--- src/rtl/ps2_pkg.sv ---
// Shared types and constants for the PS/2 receive front end.
// The break-decode feature is enabled by defining PS2_BREAK_DECODE_EN.
package ps2_pkg;

  typedef enum logic [1:0] {
    IDLE,
    DATA,
    PARITY,
    STOP
  } ps2_state_t;

  localparam logic [7:0] PS2_EXT = 8'hE0;
  localparam logic [7:0] PS2_REL = 8'hF0;
  localparam int PS2_FRAME_BITS = 11;

endpackage

--- src/rtl/ps2_glitch_filter.sv ---
// Two-flop synchroniser followed by a run-length glitch filter for one PS/2 pin.
// The filtered level only moves after FILTER_LEN consecutive samples disagree with it.
module ps2_glitch_filter #(
  parameter int FILTER_LEN = 8
) (
  input  logic clk,
  input  logic reset_n,
  input  logic pin,
  output logic filtered
);

  localparam int CW = $clog2(FILTER_LEN) + 1;

  logic       sync_1;
  logic       sync_2;
  logic [CW-1:0] run_cnt;

  always_ff @(posedge clk or negedge reset_n) begin
    if (!reset_n) begin
      sync_1 <= 1'b1;
      sync_2 <= 1'b1;
    end else begin
      sync_1 <= pin;
      sync_2 <= sync_1;
    end
  end

  // Any sample that agrees with the current level restarts the run.
  always_ff @(posedge clk or negedge reset_n) begin
    if (!reset_n) begin
      run_cnt  <= '0;
      filtered <= 1'b1;
    end else if (sync_2 == filtered) begin
      run_cnt <= '0;
    end else if (run_cnt == CW'(FILTER_LEN - 1)) begin
      run_cnt  <= '0;
      filtered <= sync_2;
    end else begin
      run_cnt <= run_cnt + 1'b1;
    end
  end

endmodule

--- src/rtl/ps2_rx_frontend.sv ---
// PS/2 device-to-host frame receiver with pin conditioning and a small byte FIFO.
// Define PS2_BREAK_DECODE_EN to fold E0/F0 prefixes into rx_ext/rx_rel flags.
module ps2_rx_frontend
  import ps2_pkg::*;
#(
  parameter int CLK_HZ     = 32000000,
  parameter int FILTER_LEN = 8,
  parameter int TIMEOUT_US = 200,
  parameter int FIFO_DEPTH = 4
) (
  input  logic       clk,
  input  logic       reset_n,
  input  logic       ps2_clk,
  input  logic       ps2_data,
  output logic [7:0] rx_data,
  output logic       rx_valid,
  input  logic       rx_ready,
  output logic       parity_err,
  output logic       frame_err,
  output logic       overflow,
`ifdef PS2_BREAK_DECODE_EN
  output logic       rx_ext,
  output logic       rx_rel,
`endif
  output logic       busy
);

  localparam logic [63:0] TIMEOUT_CYC = 64'(TIMEOUT_US) * 64'(CLK_HZ) / 64'd1000000;
  localparam int TO_W = $clog2(TIMEOUT_CYC);
  localparam logic [TO_W-1:0] TIMEOUT_LOAD = TO_W'(TIMEOUT_CYC);
  localparam int PTR_W = $clog2(FIFO_DEPTH) + 1;
  localparam int IDX_W = PTR_W - 1;
`ifdef PS2_BREAK_DECODE_EN
  localparam int ENTRY_W = 10;
`else
  localparam int ENTRY_W = 8;
`endif

  logic clk_f;
  logic data_f;
  logic clk_f_prev;
  logic fall;

  ps2_glitch_filter #(.FILTER_LEN(FILTER_LEN)) u_clk_filter (
    .clk      (clk),
    .reset_n  (reset_n),
    .pin      (ps2_clk),
    .filtered (clk_f)
  );

  ps2_glitch_filter #(.FILTER_LEN(FILTER_LEN)) u_data_filter (
    .clk      (clk),
    .reset_n  (reset_n),
    .pin      (ps2_data),
    .filtered (data_f)
  );

  always_ff @(posedge clk or negedge reset_n) begin
    if (!reset_n) clk_f_prev <= 1'b1;
    else          clk_f_prev <= clk_f;
  end

  assign fall = clk_f_prev & ~clk_f;

  ps2_state_t         state;
  logic [2:0]         bit_cnt;
  logic [7:0]         shift_reg;
  logic               par_bit;
  logic [TO_W-1:0]    tmr;
  logic               push_req;
  logic [ENTRY_W-1:0] push_data;
  logic               drop;
`ifdef PS2_BREAK_DECODE_EN
  logic               ext_pend;
  logic               rel_pend;
`endif

  assign busy = (state != IDLE);

  // Frame FSM: every decision is taken on a filtered clock fall, except the timeout.
  always_ff @(posedge clk or negedge reset_n) begin
    if (!reset_n) begin
      state      <= IDLE;
      bit_cnt    <= '0;
      shift_reg  <= '0;
      par_bit    <= 1'b0;
      tmr        <= '0;
      push_req   <= 1'b0;
      push_data  <= '0;
      parity_err <= 1'b0;
      frame_err  <= 1'b0;
`ifdef PS2_BREAK_DECODE_EN
      ext_pend   <= 1'b0;
      rel_pend   <= 1'b0;
`endif
    end else begin
      parity_err <= 1'b0;
      frame_err  <= 1'b0;
      push_req   <= 1'b0;
      if (fall) begin
        tmr <= TIMEOUT_LOAD;
        case (state)
          IDLE: begin
            if (!data_f) begin
              state   <= DATA;
              bit_cnt <= '0;
            end else begin
              frame_err <= 1'b1;
`ifdef PS2_BREAK_DECODE_EN
              ext_pend  <= 1'b0;
              rel_pend  <= 1'b0;
`endif
            end
          end
          DATA: begin
            shift_reg <= {data_f, shift_reg[7:1]};
            bit_cnt   <= bit_cnt + 1'b1;
            if (bit_cnt == 3'd7) state <= PARITY;
          end
          PARITY: begin
            par_bit <= data_f;
            state   <= STOP;
          end
          STOP: begin
            state <= IDLE;
            if (!data_f) begin
              frame_err <= 1'b1;
`ifdef PS2_BREAK_DECODE_EN
              ext_pend  <= 1'b0;
              rel_pend  <= 1'b0;
`endif
            end else if (!(^{shift_reg, par_bit})) begin
              parity_err <= 1'b1;
            end else begin
`ifdef PS2_BREAK_DECODE_EN
              if (shift_reg == PS2_EXT) begin
                ext_pend <= 1'b1;
              end else if (shift_reg == PS2_REL) begin
                rel_pend <= 1'b1;
              end else begin
                push_req  <= 1'b1;
                push_data <= {ext_pend, rel_pend, shift_reg};
                ext_pend  <= 1'b0;
                rel_pend  <= 1'b0;
              end
`else
              push_req  <= 1'b1;
              push_data <= shift_reg;
`endif
            end
          end
          default: state <= IDLE;
        endcase
      end else if (state != IDLE) begin
        if (tmr == '0) begin
          state     <= IDLE;
          frame_err <= 1'b1;
`ifdef PS2_BREAK_DECODE_EN
          ext_pend  <= 1'b0;
          rel_pend  <= 1'b0;
`endif
        end else begin
          tmr <= tmr - 1'b1;
        end
      end
`ifdef PS2_BREAK_DECODE_EN
      if (drop) begin
        ext_pend <= 1'b0;
        rel_pend <= 1'b0;
      end
`endif
    end
  end

  logic [ENTRY_W-1:0] mem [FIFO_DEPTH];
  logic [PTR_W-1:0]   wr_ptr;
  logic [PTR_W-1:0]   rd_ptr;
  logic               empty;
  logic               full;
  logic               pop;

  assign empty    = (wr_ptr == rd_ptr);
  assign full     = (wr_ptr[PTR_W-1] != rd_ptr[PTR_W-1]) &&
                    (wr_ptr[IDX_W-1:0] == rd_ptr[IDX_W-1:0]);
  assign rx_valid = ~empty;
  assign pop      = rx_valid & rx_ready;
  assign drop     = push_req & full & ~pop;

`ifdef PS2_BREAK_DECODE_EN
  assign {rx_ext, rx_rel, rx_data} = mem[rd_ptr[IDX_W-1:0]];
`else
  assign rx_data = mem[rd_ptr[IDX_W-1:0]];
`endif

  // A pop frees the full slot in the same cycle, so push-with-pop never overflows.
  always_ff @(posedge clk or negedge reset_n) begin
    if (!reset_n) begin
      wr_ptr   <= '0;
      rd_ptr   <= '0;
      overflow <= 1'b0;
      for (int i = 0; i < FIFO_DEPTH; i++) mem[i] <= '0;
    end else begin
      if (pop) rd_ptr <= rd_ptr + 1'b1;
      if (push_req && (!full || pop)) begin
        mem[wr_ptr[IDX_W-1:0]] <= push_data;
        wr_ptr                 <= wr_ptr + 1'b1;
      end
      if (drop) overflow <= 1'b1;
    end
  end

endmodule

--- config.mk ---
export PLATFORM = sky130hd
export DESIGN_NAME = ps2_rx_frontend
export DESIGN_NICKNAME = d
export VERILOG_FILES = /design/src/rtl/ps2_pkg.sv /design/src/rtl/ps2_glitch_filter.sv /design/src/rtl/ps2_rx_frontend.sv
export SDC_FILE = /design/constraint.sdc
export NUM_CORES = 1
export LEC_CHECK = 0
export ABC_AREA = 1
export BUFFER_PORTS_ARGS = -buffer_cell sky130_fd_sc_hd__buf_2
export CAP_MARGIN = 20
export CORE_ASPECT_RATIO = 0.75
export CORE_MARGIN = 5
export CORE_UTILIZATION = 30
export DETAILED_ROUTE_END_ITERATION = 12
export HOLD_SLACK_MARGIN = 0.03
export SLEW_MARGIN = 20
export SYNTH_ARGS = -nofsm -noshare
export SYNTH_HDL_FRONTEND = slang
export SYNTH_SLANG_ARGS = --single-unit
--- constraint.sdc ---
create_clock -name clk -period 3.2 [get_ports clk]
set_input_delay 0.32 -clock clk [delete_from_list [all_inputs] [get_ports clk]]
set_output_delay 0.32 -clock clk [all_outputs]
set_load 0.02 [all_outputs]
==> reports/qor.txt <==
Seq/Total Area, Yosys -> 52.0%
total grt overflow -> 0
Worst Clk Skew -> 0.00759 ns
Tightest Pin Transition -> 0.634 ns
Reg power frac -> 44.3%
non-filler cells, final -> 715
Sink Count -> 92
Area Growth Syn to Fin -> 13.2%
Core ar. -> 0.0145 mm2
DR vias/cell -> 4.45
# IOs -> 18
antenna diode count -> 0
Lkg Pwr -> 0.00237 uW
Clock Tree Root -> clkbuf_16
initial antenna violation count -> 0
synthesized instance count -> 490
CP Capture Type -> output pin
critical path's top delay family -> flip-flops
synthesized area -> 0.00444 mm2
yosys warns -> 0
Slew Limit Fails -> 0
Int Power -> 2190 uW
Max-Cap Viols -> 0
Largest regs -> mem x32, tmr x13
R2R Setup Slk -> 1.27 ns
Comb power frac -> 19.3%
crit path buf inv count -> 2
RSZ-0062 raised after global routing -> no
CP arrival -> 1.90 ns
I/O Buffers -> 17
residual DRC count -> 0
num rows -> 38
most common cell after layout, fill and taps aside -> nand2_1
WL/cell -> 11.9 um
first-pass GRT wire length -> 15000 um
starting density of the core -> 30.6%
Setup crit start kind -> flop
largest net degree at the start of global routing -> 51
die height -> 115 um
CP max FO -> 19
ys flop type -> dfrtp_1
WS Path Type -> flop to output pin
max reg flops -> 32
clock power share -> 36.4%
HPWL after detailed placement -> 6230 um
clk buf depth -> 2
worst hold-check path type -> input port to async pin
worst-path cell chain -> clkinv_2 > nand2_1 > nand4_1 > buf_2
clock slew at reported path FFs -> 0.07 ns
Max rail drop VDD -> 0.349 mV
status -> finished, final reports clean
share of layout cells above drive strength 1 -> 13.6%
most frequent cells in the layout -> nand2_1, dfrtp_1, nor2_1, o21ai_0, inv_1
FF/Latch Area -> 0.00231 mm2
CTS tree -> yes
Psw -> 948 uW
Slew headroom -> 57.7%
PnR worst setup slack -> 0.985 ns
Slowest Stage Delay on Critical Path -> 0.66 ns
drt first-iter violations -> 203
Netlist cell types -> 42
Highest Clock Rate -> 451 MHz
cts bufs inserted -> 9
Final ANT Viol Nets -> 0
Post CTS Setup Buffer Count -> 0
clk_lat worst skew -> 0.33 ns
Async SR Flop Fraction -> 100%
Syn Area/Cell -> 9.06 um2
Setup TNS Final -> 0 ns
Fin. Hold Viols -> 0
Largest Register -> mem
via count -> 3181
area of the multi-input gates -> 0.00186 mm2
crit path time final -> 2.22 ns
vias in the first global route -> 3143
Pwr per Cell Area -> 624 mW/mm2
die area -> 0.0174 mm2
Yosys reg bits -> 92
final wirelength -> 8490 um
CTS hold repair buffers -> 0
routability congestion estimate -> 0.777
dpl ws -> 1.25 ns
CP max-delay cell -> dfrtp_1
post-cts resize count -> 0
Tcrit/Tclk final -> 69.2%
GRT Util Overall -> 10.7%
setup violators final -> 0
H-tree depth -> 3
DP Cell Count -> 699
total power -> 3140 uW
FILL cells -> 1492
Net Sw Frac -> 30.2%
NumNets Final -> 530
die span in x -> 151 um
Critical Path RT -> 2.88 ns
Synthesized Nets -> 510
DR pass1 iterations -> 4
Post-synth EDFFs -> 0
-- Yosys cell counts (2+ instances only) --
cell | instances | area share, %
dfstp_2 | 7 | 4.1
xor2_1 | 6 | 1.2
o21ai_2 | 10 | 2.0
a21oi_1 | 6 | 0.68
nand2_1 | 117 | 9.9
clkbuf_1 | 4 | 0.34
ha_1 | 15 | 4.2
buf_6 | 3 | 0.76
nand2_2 | 3 | 0.42
o21ai_0 | 51 | 5.7
nor3b_1 | 2 | 0.34
nand4_1 | 2 | 0.28
dfrtp_1 | 85 | 48
a32o_1 | 2 | 0.45
xnor2_1 | 7 | 1.4
inv_2 | 2 | 0.17
nand3_1 | 28 | 3.2
nor3_1 | 2 | 0.23
inv_1 | 45 | 3.8
o22ai_1 | 8 | 1.1
o21ai_1 | 7 | 0.79
nand3_4 | 4 | 1.6
nand3b_1 | 3 | 0.51
nor2_2 | 2 | 0.28
nor2_1 | 52 | 4.4
-- stage by stage --
stage / area (um2) / utilization (%) / hold slack, ns
4_1_cts: 5030 / 34.7 / 0.0338
3_3_place_gp: 4700 / 32.4 / 0.346
3_5_place_dp: 4700 / 32.4 / 0.347
6_report: 5030 / 34.7 / 0.0150
2_1_floorplan: 4440 / - / 0.0244
5_1_grt: 5030 / 34.7 / 0.0509
-- per-layer routing --
layer	wire length [um]	GRT usage [%]
met3	322	3.35
met4	36	2.13
met1	4560	15.5
met2	3570	15.7
met5	0	0
-- final timing paths --
check,start,end,cells after the start
setup / recovery,rd_ptr[0]$_DFFE_PN0P_,rx_valid,4
hold / removal,reset_n,tmr[0]$_DFFE_PN0P_,1
setup reg to reg,rd_ptr[0]$_DFFE_PN0P_,mem[1]$_DFFE_PN0P_,6
hold reg to reg,u_data_filter.sync_1$_DFF_PN1_,u_data_filter.sync_2$_DFF_PN1_,0
max in group asynchronous,reset_n,mem[29]$_DFFE_PN0P_,2
min in group clk,ps2_clk,u_clk_filter.sync_1$_DFF_PN1_,1
-- cell families after synthesis --
| kind of cell | share of synthesized area (%) |
|---|---|
| AO/OA/AOI/OAI | 11.6 |
| flip-flops | 52.0 |
| XOR/XNOR | 2.93 |
| adder cells (fa/ha/maj) | 4.23 |
| multiplexers | 0.254 |
| buffers and inverters | 6.14 |
| AND/OR/NAND/NOR | 22.8 |
-- power by group through the flow --
stage	clock network [uW]	logic, uW	registers (uW)
finish	1140	605	1390
global placement	0	585	1410
global route	1230	711	1410
detailed placement	0	609	1410
floorplan	0	459	1400
CTS	1180	613	1390
-- final cells by class --
type / instances / area share, %
clock buffers: 10 / 4.55
clock inverters: 6 / 1.89
inverters: 48 / 3.61
multi-input cells: 340 / 37.0
flip-flops and latches: 92 / 46.0
well taps: 200 / 4.98
repair buffers: 19 / 2.04
Power figures use the tool's default switching activity.
